===== src/rtl/effect_chain_seq.sv =====
// Effect-chain sequencer: walks one sample through NUM_STAGES effect blocks via valid strobes.
// Optional watchdog/bypass for hung stages is built when EFFECT_SEQ_TIMEOUT_EN is defined.
module effect_chain_seq #(
  parameter int NUM_STAGES = 4,
  parameter int TIMEOUT    = 255
) (
  input  logic                     i_clk,
  input  logic                     i_rst,
  input  logic                     i_valid,
  input  logic [15:0]              i_data,
  input  logic [NUM_STAGES-1:0]    i_stage_en,
  output logic [NUM_STAGES-1:0]    o_fx_valid,
  output logic [15:0]              o_fx_data,
  input  logic [NUM_STAGES-1:0]    i_fx_valid,
  input  logic [16*NUM_STAGES-1:0] i_fx_data,
  output logic                     o_valid,
  output logic [15:0]              o_data,
  output logic                     o_busy,
  output logic                     o_overrun,
  output logic [NUM_STAGES-1:0]    o_timeout,
  input  logic                     i_clear
);

  localparam int KW = (NUM_STAGES > 1) ? $clog2(NUM_STAGES) : 1;
  localparam logic [KW-1:0]         K_ONE  = KW'(1);
  localparam logic [KW-1:0]         K_LAST = KW'(NUM_STAGES - 1);
  localparam logic [NUM_STAGES-1:0] S_ONE  = NUM_STAGES'(1);

  localparam logic [1:0] S_IDLE  = 2'd0;
  localparam logic [1:0] S_ISSUE = 2'd1;
  localparam logic [1:0] S_WAIT  = 2'd2;
  localparam logic [1:0] S_DONE  = 2'd3;

  if (NUM_STAGES < 1 || NUM_STAGES > 8) begin : g_bad_stages
    $error("effect_chain_seq: NUM_STAGES out of range");
  end
  if (TIMEOUT < 1 || TIMEOUT > 65535) begin : g_bad_timeout
    $error("effect_chain_seq: TIMEOUT out of range");
  end

  logic [1:0]      r_state;
  logic [KW-1:0]   r_k;
  logic [15:0]     r_work;
  logic            r_en_cur;
  logic [1:0]      w_state_nxt;
  logic [KW-1:0]   w_k_nxt;
  logic [15:0]     w_work_nxt;
  logic            w_advance;
  logic            w_ovr_set;
  logic [15:0]     w_resp_dat;

  assign w_resp_dat = i_fx_data[{r_k, 4'b0000} +: 16];
  assign w_ovr_set  = i_valid && (r_state != S_IDLE);

`ifdef EFFECT_SEQ_TIMEOUT_EN
  localparam int CW = $clog2(TIMEOUT + 1);
  localparam logic [CW-1:0] TO_VAL = CW'(TIMEOUT);
  localparam logic [CW-1:0] C_ONE  = CW'(1);

  logic [CW-1:0]         r_cnt;
  logic [CW-1:0]         w_cnt_nxt;
  logic [CW-1:0]         w_cnt_inc;
  logic [NUM_STAGES-1:0] w_to_set;

  assign w_cnt_inc = (r_cnt == TO_VAL) ? r_cnt : r_cnt + C_ONE;
`endif

  always_comb begin
    w_state_nxt = r_state;
    w_k_nxt     = r_k;
    w_work_nxt  = r_work;
    w_advance   = 1'b0;
`ifdef EFFECT_SEQ_TIMEOUT_EN
    w_cnt_nxt   = r_cnt;
    w_to_set    = '0;
`endif
    case (r_state)
      S_IDLE: begin
        if (i_valid) begin
          w_work_nxt  = i_data;
          w_k_nxt     = '0;
          w_state_nxt = S_ISSUE;
        end
      end
      S_ISSUE: begin
        if (r_en_cur) begin
          w_state_nxt = S_WAIT;
`ifdef EFFECT_SEQ_TIMEOUT_EN
          w_cnt_nxt   = '0;
`endif
        end else if (r_k == K_LAST) begin
          w_state_nxt = S_DONE;
        end else begin
          w_k_nxt = r_k + K_ONE;
        end
      end
      S_WAIT: begin
        if (i_fx_valid[r_k]) begin
          w_work_nxt = w_resp_dat;
          w_advance  = 1'b1;
        end
`ifdef EFFECT_SEQ_TIMEOUT_EN
        else begin
          w_cnt_nxt = w_cnt_inc;
          if (w_cnt_inc == TO_VAL) begin
            w_to_set[r_k] = 1'b1;
            w_advance     = 1'b1;
          end
        end
`endif
        if (w_advance) begin
          if (r_k == K_LAST) begin
            w_state_nxt = S_DONE;
          end else begin
            w_k_nxt     = r_k + K_ONE;
            w_state_nxt = S_ISSUE;
          end
        end
      end
      default: w_state_nxt = S_IDLE;
    endcase
  end

  // Outputs are registered from next-state, so the strobe lands in the ISSUE cycle itself.
  always_ff @(posedge i_clk) begin
    if (i_rst) begin
      r_state    <= S_IDLE;
      r_k        <= '0;
      r_work     <= '0;
      r_en_cur   <= 1'b0;
      o_fx_valid <= '0;
      o_fx_data  <= '0;
      o_valid    <= 1'b0;
      o_data     <= '0;
      o_busy     <= 1'b0;
      o_overrun  <= 1'b0;
    end else begin
      r_state    <= w_state_nxt;
      r_k        <= w_k_nxt;
      r_work     <= w_work_nxt;
      r_en_cur   <= i_stage_en[w_k_nxt];
      o_busy     <= (w_state_nxt != S_IDLE);
      o_valid    <= (w_state_nxt == S_DONE);
      o_overrun  <= w_ovr_set | (o_overrun & ~i_clear);
      if (w_state_nxt == S_DONE) o_data <= w_work_nxt;
      if ((w_state_nxt == S_ISSUE) && i_stage_en[w_k_nxt]) begin
        o_fx_valid <= S_ONE << w_k_nxt;
        o_fx_data  <= w_work_nxt;
      end else begin
        o_fx_valid <= '0;
      end
    end
  end

`ifdef EFFECT_SEQ_TIMEOUT_EN
  always_ff @(posedge i_clk) begin
    if (i_rst) begin
      r_cnt     <= '0;
      o_timeout <= '0;
    end else begin
      r_cnt     <= w_cnt_nxt;
      o_timeout <= w_to_set | (o_timeout & ~{NUM_STAGES{i_clear}});
    end
  end
`else
  assign o_timeout = '0;
`endif

endmodule


===== config.mk =====
export PLATFORM = sky130hd
export DESIGN_NAME = effect_chain_seq
export DESIGN_NICKNAME = d
export VERILOG_FILES = /design/src/rtl/effect_chain_seq.sv
export SDC_FILE = /design/constraint.sdc
export NUM_CORES = 1
export LEC_CHECK = 0
export BUFFER_PORTS_ARGS = -buffer_cell sky130_fd_sc_hd__buf_2
export CORE_MARGIN = 5
export CORE_UTILIZATION = 43
export DETAILED_ROUTE_END_ITERATION = 10
export PLACE_DENSITY = 0.76
export REMOVE_ABC_BUFFERS = 1
export SLEW_MARGIN = 10
export SYNTH_ARGS = -nofsm -noshare
export SYNTH_HDL_FRONTEND = slang
export SYNTH_SLANG_ARGS = --single-unit

===== constraint.sdc =====
create_clock -name i_clk -period 2.4 [get_ports i_clk]
set_input_delay 0.6 -clock i_clk [delete_from_list [all_inputs] [get_ports i_clk]]
set_output_delay 0.6 -clock i_clk [all_outputs]
set_load 0.02 [all_outputs]

==> flow_summary_export.csv, run 1 <==
group,metric,value,unit
status,status,"finished clean",
placed_design,detailedPlace.worstSlack,-0.266,ns
critical_path,r2r_cells,7,
power,vdd_drop_max,0.393,mV
cts,hold_buffers,0,
synth,async_reset_ff_share,0,%
min_path,holdPathStages,2,
timing,setup_violations,0,
min_path,holdPathEnd,"o_overrun",
cts,htree_levels,3,
drt,drtIter0Drc,171,
drt,vias,2929,
power,power,2.89,mW
synth,synth_ff_type,"dfxtp_1",
min_path,min_from,"o_overrun",
grt,grt_pass1_wl,14400,um
synth,synth-edff-count,0,
min_path,hp-class,"flip-flop to flip-flop",
placed_design,dp.final_hpwl,7090,um
timing,setup_slack,0.0478,ns
timing,fin_crit_sh,98.0,%
floorplanning,start_util,43.6,%
synth,synth_top_cell_by_area,"dfxtp_1",
floorplanning,die-height,95.3,um
timing,final_max_slew_viol_count,0,
layout,syn_to_final_growth,39.7,%
layout,nNetsFinal,550,
layout,finish.utilization,61.0,%
synth,yosysSeqAreaShare,38.4,%
layout,final_cell_mix,"buf_2, dfxtp_1, nor2_1",
synth,ys_warn_count,0,
power,powerDensity,661,nW/um2
drt,maxUsedRoutingLayer,"met4",
synth,synthTopCellsByArea,"dfxtp_1, mux4_2, nor2_1",
synth,synth_cell_types,47,
placed_design,numPortBuffers,130,
floorplanning,design.die.area,9090,um2
floorplanning,chipWidth,95.3,um
layout,final_area,4370,um2
grt,grt_pass1_vias,3077,
critical_path,crit_type,"flip-flop to flip-flop",
timing,finalHoldViolations,0,
cts,clk_latency,0.34,ns
critical_path,worstSetupEndpointType,"flip-flop",
synth,ys_ff_latch,60,
floorplanning,boundaryPins,135,
grt,antenna_found_initial,0,
grt,grt_overflow,0,
synth,netlist_instances,306,
power,total_leakage_power,2.00,nW
cts,cts_root_buf,"clkbuf_8",
drt,dr.pass1.iters,4,
timing,post-route-min-period,2.35,ns
cts,cts_tree,"built",
floorplanning,design.core.area,7180,um2
critical_path,worst_ep_arrival_time,2.58,ns
cts,cts_sinks,60,
placed_design,globalplace.congestion,0.868,
layout,num_antenna_cells,0,
timing,fmax,0.425,GHz
drt,wl_met1,3810,um
drt,routed_wl,9430,um
drt,met3_length,793,um
critical_path,reg2reg_from,"r_k[1]",
cts,ctsLongestPathBuffers,2,
cts,numCtsBuffers,9,
grt,grt_max_degree,32,
floorplanning,rows,31,
drt,wl_met2,4690,um
placed_design,placed_cell_area,4040,um2
drt,drc,0,
drt,avgViaCountPerCell,5.21,
run,cap_violations,0,
synth,syn_area,3130,um2
timing,rsz0062_at_grt,"yes",
synth,avgSynthCellArea,10.2,um2
critical_path,worst_r2r_endpoint,"o_fx_data[0]",
drt,antenna_left,0,
critical_path,rrSetupSlack,0.05,ns
synth,yosysTopAreaCellShare,38.4,%
critical_path,worst_setup_path_start_kind,"flip-flop",
layout,layout-drive-gt1-share,51.4,%
timing,fin_worst_skew,0.0123,ns
layout,final_common_cell,"buf_2",
critical_path,critPathMaxFanout,9,
critical_path,required,2.63,ns
cts,clkTransAtPathRegs,0.08,ns
drt,post_drt_wl_per_cell,16.8,um
grt,track_usage,20.8,%
-- flip-flops by register name, summed over array words and instances, names as in the netlist --
signal and count:
r_en_cur 1, r_work 16, r_k 2, o_data 16
o_fx_valid 4, o_valid 1, o_fx_data 16, o_busy 1
o_overrun 1, r_state 2
-- repair_timing --
item | 4_1_cts | 5_1_grt
pin swaps | 0 | 2
setup buffers | 0 | 2
endpoints found under the setup margin | 16 | 20
gates cloned | 0 | 0
resized for setup | 4 | 15
-- where the power goes --
group	internal, mW	switching (mW)	total, mW
clock network	0.718	0.416	1.13
logic	0.332	0.325	0.657
registers	1.06	0.0389	1.10
total	2.11	0.780	2.89
-- how the worst max path moves through the flow --
| stage | slack, ns | end | cells after the start | start |
|---|---|---|---|---|
| final | 0.05 | o_fx_data[0] | 7 | r_k[1] |
| after global routing | -0.05 | o_fx_data[0] | 7 | r_k[1] |
| after CTS | 0.01 | o_fx_data[2] | 8 | r_k[0] |
| after detailed placement | -0.27 | o_fx_data[15] | 8 | i_fx_valid[0] |
| after global placement | -0.19 | o_fx_data[0] | 8 | i_fx_valid[0] |
| after floorplan | -0.86 | o_data[0] | 6 | r_k[0] |
-- logic make-up after synthesis --
family                 after synthesis  synth area share (%)
AOI/OAI and AO/OA                   72                  17.3
buffers and inverters               31                  5.52
DFF                                 60                  38.4
muxes                               39                  21.3
other                                1                 0.120
and+or+nand+nor                    103                  17.4
-- layer usage --
layer,vias up,global-route usage (%)
met3,15,6.08
met4,0,9.25
met2,121,35.7
met5,-,0
li1,1418,-
met1,1375,24.0
-- worst max-delay path, stage by stage (launching register included) --
cell and delay [ns]:
dfxtp_4 0.39, mux2_4 0.30, a211o_1 0.29, a31oi_4 0.21
mux2i_2 0.28, o32a_1 0.22, buf_6 0.19, mux2_2 0.35
-- cell usage after synthesis, drive strengths merged, types with 2 or more instances --
cell type  number
mux2i           4
a22o            9
a221oi         11
nor3b           2
clkbuf         14
nand2           2
or3b            2
nor3            2
mux4           17
a31oi           2
o21ai           3
nand2b          3
and3            2
o21bai          2
buf            14
nor2b          29
dfxtp          60
nor4            2
mux2           18
a21oi          20
inv             3
nor2           50
nand3b          2
a211oi         16
and2            2
-- per-stage QoR --
stage	TNS, ns	cells	hold WS (ns)
2_1_floorplan	-27.23	281	0.477
4_1_cts	0	560	0.476
3_3_place_gp	-2.54	544	0.458
6_report	0	562	0.479
5_1_grt	-0.179	562	0.497
3_5_place_dp	-3.57	544	0.463
-- area by class of cell --
type,count,area (um2)
clock buffer,10,138
inverter,3,11.3
timing repair buffer,166,966
clock inverter,6,111
multi-input combinational,218,1810
tap,99,124
sequential,60,1210
fill,633,2800
(Power assumes the default switching activity.)
==> run 2, diff against run 1 <==
--- a/config.mk
+++ b/config.mk
@@ -9,7 +9,7 @@
 export CORE_MARGIN = 5
 export CORE_UTILIZATION = 43
 export DETAILED_ROUTE_END_ITERATION = 10
-export PLACE_DENSITY = 0.76
+export PLACE_DENSITY = 0.87
 export REMOVE_ABC_BUFFERS = 1
 export SLEW_MARGIN = 10
 export SYNTH_ARGS = -nofsm -noshare
==> run 2 against run 1 <==
Against the previous run: the flow now finishes with violations (setup timing); critical path depth rose by 1; total power increased by 2.0%; wire length up 3.9%; setup slack worse by 0.057 ns; worst hold slack lost 0.013 ns; sequential share of layout area fell by 0.64 points; clock skew is 0.0044 ns lower; register-to-register slack got worse by 0.06 ns; core utilization grew 1.4 points; global-route usage is 0.37 points higher; clock-buffer cell count grew 2; die area is the same.
==> flow_summary_export.csv, run 2 (synthesis gave the netlist of run 1 again) <==
group,metric,value,unit
drt,dr.pass1.iters,4,
grt,grt_pass1_wl,14800,um
status,status,"finished, violations left",
timing,fin_crit_sh,100,%
drt,vias,3078,
drt,drc,0,
critical_path,worst_path_max_delay_cell,"o32a_4",
power,vdd_drop_max,0.306,mV
placed_design,numPortBuffers,130,
timing,fin_setup_tns,-0.0603,ns
timing,setup_violations,12,
layout,reg.largest.list,"o_data x16, o_fx_data x16, r_work x16",
placed_design,dpl.cell_count,552,
critical_path,path_delay_family,"compound AO/OA/AOI/OAI gates",
grt,antenna_found_initial,0,
cts,cts_tree,"built",
timing,fmax,0.415,GHz
drt,avgViaCountPerCell,5.41,
drt,routed_wl,9800,um
drt,antenna_left,0,
layout,final_cell_mix,"buf_2, dfxtp_1, nor2_1",
layout,n_fill_cell,606,
timing,finalHoldViolations,0,
critical_path,path_buf_inv,2,
critical_path,crit_type,"flip-flop to flip-flop",
floorplanning,chipWidth,95.3,um
floorplanning,boundaryPins,135,
run,cap_violations,0,
critical_path,critPathMaxFanout,5,
layout,num_antenna_cells,0,
floorplanning,die-height,95.3,um
layout,multi_input_area,1850,um2
cts,cts_sinks,60,
critical_path,cpPeakStageDelay,0.44,ns
cts,hold_buffers,0,
floorplanning,rows,31,
floorplanning,design.core.area,7180,um2
placed_design,globalplace.congestion,0.908,
timing,rsz0062_at_grt,"yes",
layout,fin_cells,569,
power,powerDensity,659,nW/um2
cts,clk_latency,0.35,ns
drt,drtIter0Drc,189,
cts,cts_root_buf,"clkbuf_8",
cts,clkTransAtPathRegs,0.07,ns
placed_design,placed_cell_area,4110,um2
critical_path,worstSetupEndpointType,"flip-flop",
floorplanning,start_util,43.6,%
layout,final_common_cell,"buf_2",
grt,grt_max_degree,59,
timing,post-route-min-period,2.41,ns
timing,final_max_slew_viol_count,0,
power,total_leakage_power,2.06,nW
critical_path,required,2.63,ns
drt,post_drt_wl_per_cell,17.2,um
cts,ctsLongestPathBuffers,2,
layout,layout-drive-gt1-share,51.5,%
timing,fin_worst_skew,0.00783,ns
grt,track_usage,21.2,%
status,violations,"setup timing",
critical_path,worst_ep_arrival_time,2.64,ns
cts,numCtsBuffers,9,
layout,register_area,1210,um2
cts,htree_levels,3,
timing,setup_slack,-0.00961,ns
layout,nNetsFinal,557,
layout,final_area,4470,um2
grt,grt_overflow,0,
placed_design,dp.final_hpwl,7390,um
layout,syn_to_final_growth,42.9,%
critical_path,crit_chain,"buf_4 -> and4bb_2 -> or3_1 -> a31oi_2 -> a221oi_4 -> o32a_4 -> buf_6 -> mux2_4",
min_path,hp-class,"flip-flop to flip-flop",
floorplanning,design.die.area,9090,um2
critical_path,worst_setup_path_start_kind,"flip-flop",
grt,grt_pass1_vias,3245,
## run 2: changes by cell type in the layout (fill, tap and decap cells not counted), sizes merged
| cell | previous run | this run |
|---|---|---|
| buf | 166 | 173 |
| clkbuf | 10 | 12 |
| clkinv | 2 | 1 |
| clkinvlp | 1 | 0 |
## run 2: layer usage
metal,vias up,share of wire (%),GRT usage (%),wire (um)
li1,1442,-,-,-
met1,1451,41,25.0,4000
met2,170,49,36.6,4780
met3,15,9.0,6.24,882
met4,0,1.5,7.21,144
met5,-,0,0,0
## run 2: repair_timing
action	in CTS	in global routing
pin swaps	2	3
setup buffers	1	0
endpoints found under the setup margin	17	20
gates cloned	0	0
endpoints found under the hold margin	0	0
resized for setup	11	14
## run 2: power by group
group          internal (mW)  total [mW]  switching [mW]
Combinational          0.357       0.700           0.343
Sequential              1.06        1.10          0.0397
Clock                  0.745        1.15           0.401
Total                   2.16        2.95           0.784
## run 2: final cells by class
| class | count | share of cell area, % |
|---|---|---|
| clock inverter | 4 | 2.13 |
| sequential | 60 | 27.0 |
| timing repair buffer | 173 | 23.0 |
| inverter | 3 | 0.252 |
| clock buffer | 12 | 3.47 |
| multi-input combinational | 218 | 41.3 |
| tap | 99 | 2.77 |
## run 2: through the flow
step	worst slack [ns]	hold WS (ns)	power, mW	util (%)
after floorplan	-0.856	0.477	1.48	-
after global placement	-0.330	0.454	1.75	57.3
after detailed placement	-0.436	0.458	1.78	57.3
after CTS	0.0114	0.468	2.94	61.5
after global routing	-0.0551	0.499	3.07	62.3
final	-0.00961	0.466	2.95	62.3
## run 2: path summary, 6_finish.rpt
path / to / cells after the start / startpoint / slack, ns
setup / recovery: o_fx_data[9] / 8 / r_state[0] / -0.01
hold / removal: o_overrun / 2 / o_overrun / 0.47
setup reg to reg: o_fx_data[9] / 8 / r_state[0] / -0.01
hold reg to reg: o_overrun / 2 / o_overrun / 0.47
## run 2: tightest hold or removal path: stages, from the launching register on
cell      delay, ns
dfxtp_1        0.31
nand2b_1       0.06
a21oi_1        0.05
==> run 3, diff against run 2 <==
--- a/config.mk
+++ b/config.mk
@@ -7,9 +7,9 @@
 export LEC_CHECK = 0
 export BUFFER_PORTS_ARGS = -buffer_cell sky130_fd_sc_hd__buf_2
 export CORE_MARGIN = 5
-export CORE_UTILIZATION = 43
+export CORE_UTILIZATION = 48
 export DETAILED_ROUTE_END_ITERATION = 10
-export PLACE_DENSITY = 0.87
+export PLACE_DENSITY = 0.92
 export REMOVE_ABC_BUFFERS = 1
 export SLEW_MARGIN = 10
 export SYNTH_ARGS = -nofsm -noshare
==> constraint.sdc (replaced) <==
create_clock -name i_clk -period 2.28 [get_ports i_clk]
set_input_delay 0.57 -clock i_clk [delete_from_list [all_inputs] [get_ports i_clk]]
set_output_delay 0.57 -clock i_clk [all_outputs]
set_load 0.02 [all_outputs]
==> run 3 against run 2 <==
Against the previous run: the flow still finishes with violations (setup timing); register-to-register slack lost 0.16 ns; setup slack lost 0.16 ns; sequential cell count is the same; combinational power grew 9.7%; critical endpoint is now o_fx_data[2]; largest cell class unchanged; largest power group is now registers.
==> flow_summary_export.csv, run 3 (synthesis gave the netlist of run 1 again) <==
group,metric,value,unit
layout,reg.largest.list,"o_data x16, o_fx_data x16, r_work x16",
cts,hold_buffers,0,
placed_design,placed_cell_area,4120,um2
layout,n_fill_cell,435,
status,status,"finished, violations left",
timing,worst_hold_slack,0.481,ns
grt,grt_pass1_wl,16400,um
power,intPower,2.04,mW
power,powerDensity,644,nW/um2
drt,routed_wl,10500,um
min_path,hp-class,"flip-flop to flip-flop",
cts,clk_latency,0.34,ns
drt,drc,0,
critical_path,rrSetupSlack,-0.17,ns
critical_path,required,2.50,ns
cts,cts_sinks,60,
placed_design,numPortBuffers,130,
power,power_frac_seq,40.3,%
layout,final_common_cell,"buf_2",
timing,fin_worst_skew,0.0104,ns
timing,fin_crit_sh,108,%
drt,dr.pass1.iters,4,
status,violations,"setup timing",
power,vdd_drop_max,0.468,mV
power,total_leakage_power,2.08,nW
floorplanning,design.die.area,8240,um2
critical_path,worstSetupEndpointType,"flip-flop",
floorplanning,design.core.area,6350,um2
timing,setup_slack,-0.174,ns
timing,fmax,0.408,GHz
timing,final_max_slew_viol_count,0,
grt,grt_max_degree,59,
critical_path,crit_type,"flip-flop to flip-flop",
layout,finish.utilization,70.5,%
layout,nNetsFinal,568,
run,cap_violations,0,
grt,antenna_found_initial,1,
layout,layout-drive-gt1-share,52.4,%
critical_path,critPathMaxFanout,7,
placed_design,globalplace.congestion,0.982,
critical_path,worst_ep_arrival_time,2.67,ns
cts,cts_root_buf,"clkbuf_8",
floorplanning,rows,29,
floorplanning,die-height,90.8,um
drt,drtIter0Drc,227,
grt,grt_pass1_vias,3415,
cts,htree_levels,3,
layout,final_cell_mix,"buf_2, dfxtp_1, nor2_1",
layout,multi_input_area,1850,um2
layout,register_area,1210,um2
power,combPwrFrac,26.6,%
critical_path,worst_setup_path_start_kind,"flip-flop",
placed_design,dp.final_hpwl,7500,um
cts,numCtsBuffers,9,
layout,syn_to_final_growth,43.0,%
timing,rsz0062_at_grt,"yes",
power,p_sw,0.838,mW
grt,track_usage,24.9,%
floorplanning,chipWidth,90.8,um
cts,cts_tree,"built",
cts,clkTransAtPathRegs,0.07,ns
drt,avgViaCountPerCell,5.76,
floorplanning,start_util,49.3,%
timing,setup_violations,17,
drt,vias,3221,
layout,final_area,4480,um2
floorplanning,boundaryPins,135,
drt,post_drt_wl_per_cell,18.9,um
power,switching_share,29.1,%
power,power.share.clock,33.1,%
timing,finalHoldViolations,0,
drt,antenna_left,0,
grt,grt_overflow,0,
cts,ctsLongestPathBuffers,2,
timing,post-route-min-period,2.45,ns
-- run 3: per-stage QoR --
step	setup slack [ns]	TNS (ns)	power, mW	instances
6_report	-0.174	-2.36	2.88	559
5_1_grt	-0.191	-2.86	3.00	559
4_1_cts	-0.0650	-0.638	2.86	556
3_5_place_dp	-0.345	-5.81	1.88	535
3_3_place_gp	-0.262	-3.75	1.86	535
2_1_floorplan	-0.976	-32.28	1.56	281
-- run 3: final timing paths --
check,start,end,cells after the start
setup / recovery,r_k[1],o_fx_data[2],8
hold / removal,o_overrun,o_overrun,2
setup reg to reg,r_k[1],o_fx_data[2],8
hold reg to reg,o_overrun,o_overrun,2
-- run 3: worst max-delay path, cell delays in order (launching register included) --
cell and delay (ns):
dfxtp_4 0.40, buf_6 0.14, mux2i_4 0.30, and3_4 0.24
a31oi_4 0.04, a221oi_2 0.35, o32a_1 0.35, buf_6 0.20
mux2_4 0.31
-- run 3: metal layers --
metal	track usage [%]	share of wire, %	wire [um]
met1	26.8	37	3950
met2	43.8	50	5310
met3	6.83	8.5	892
met4	13.4	3.7	386
met5	0	0	0
-- run 3: power by group through the flow --
stage               Sequential, mW  Combinational (mW)  Clock (mW)
finish                        1.16               0.768       0.954
global route                  1.17               0.820        1.01
CTS                           1.16               0.741       0.966
detailed placement            1.18               0.701           0
global placement              1.18               0.677           0
floorplan                     1.24               0.315           0
-- run 3: layout make-up --
type / count / share of cell area (%)
repair buffers: 184 / 24.9
clock buffers: 12 / 3.24
flip-flops and latches: 60 / 27.1
diodes: 1 / 0.0559
multi-input cells: 218 / 41.2
well taps: 77 / 2.15
inverters: 3 / 0.252
clock inverters: 4 / 1.09
-- run 3: repair_timing --
item,4_1_cts,5_1_grt
gates resized for setup,19,8
pin swaps,5,3
gates cloned,1,0
buffers inserted,4,2
endpoints found under the setup margin,32,28
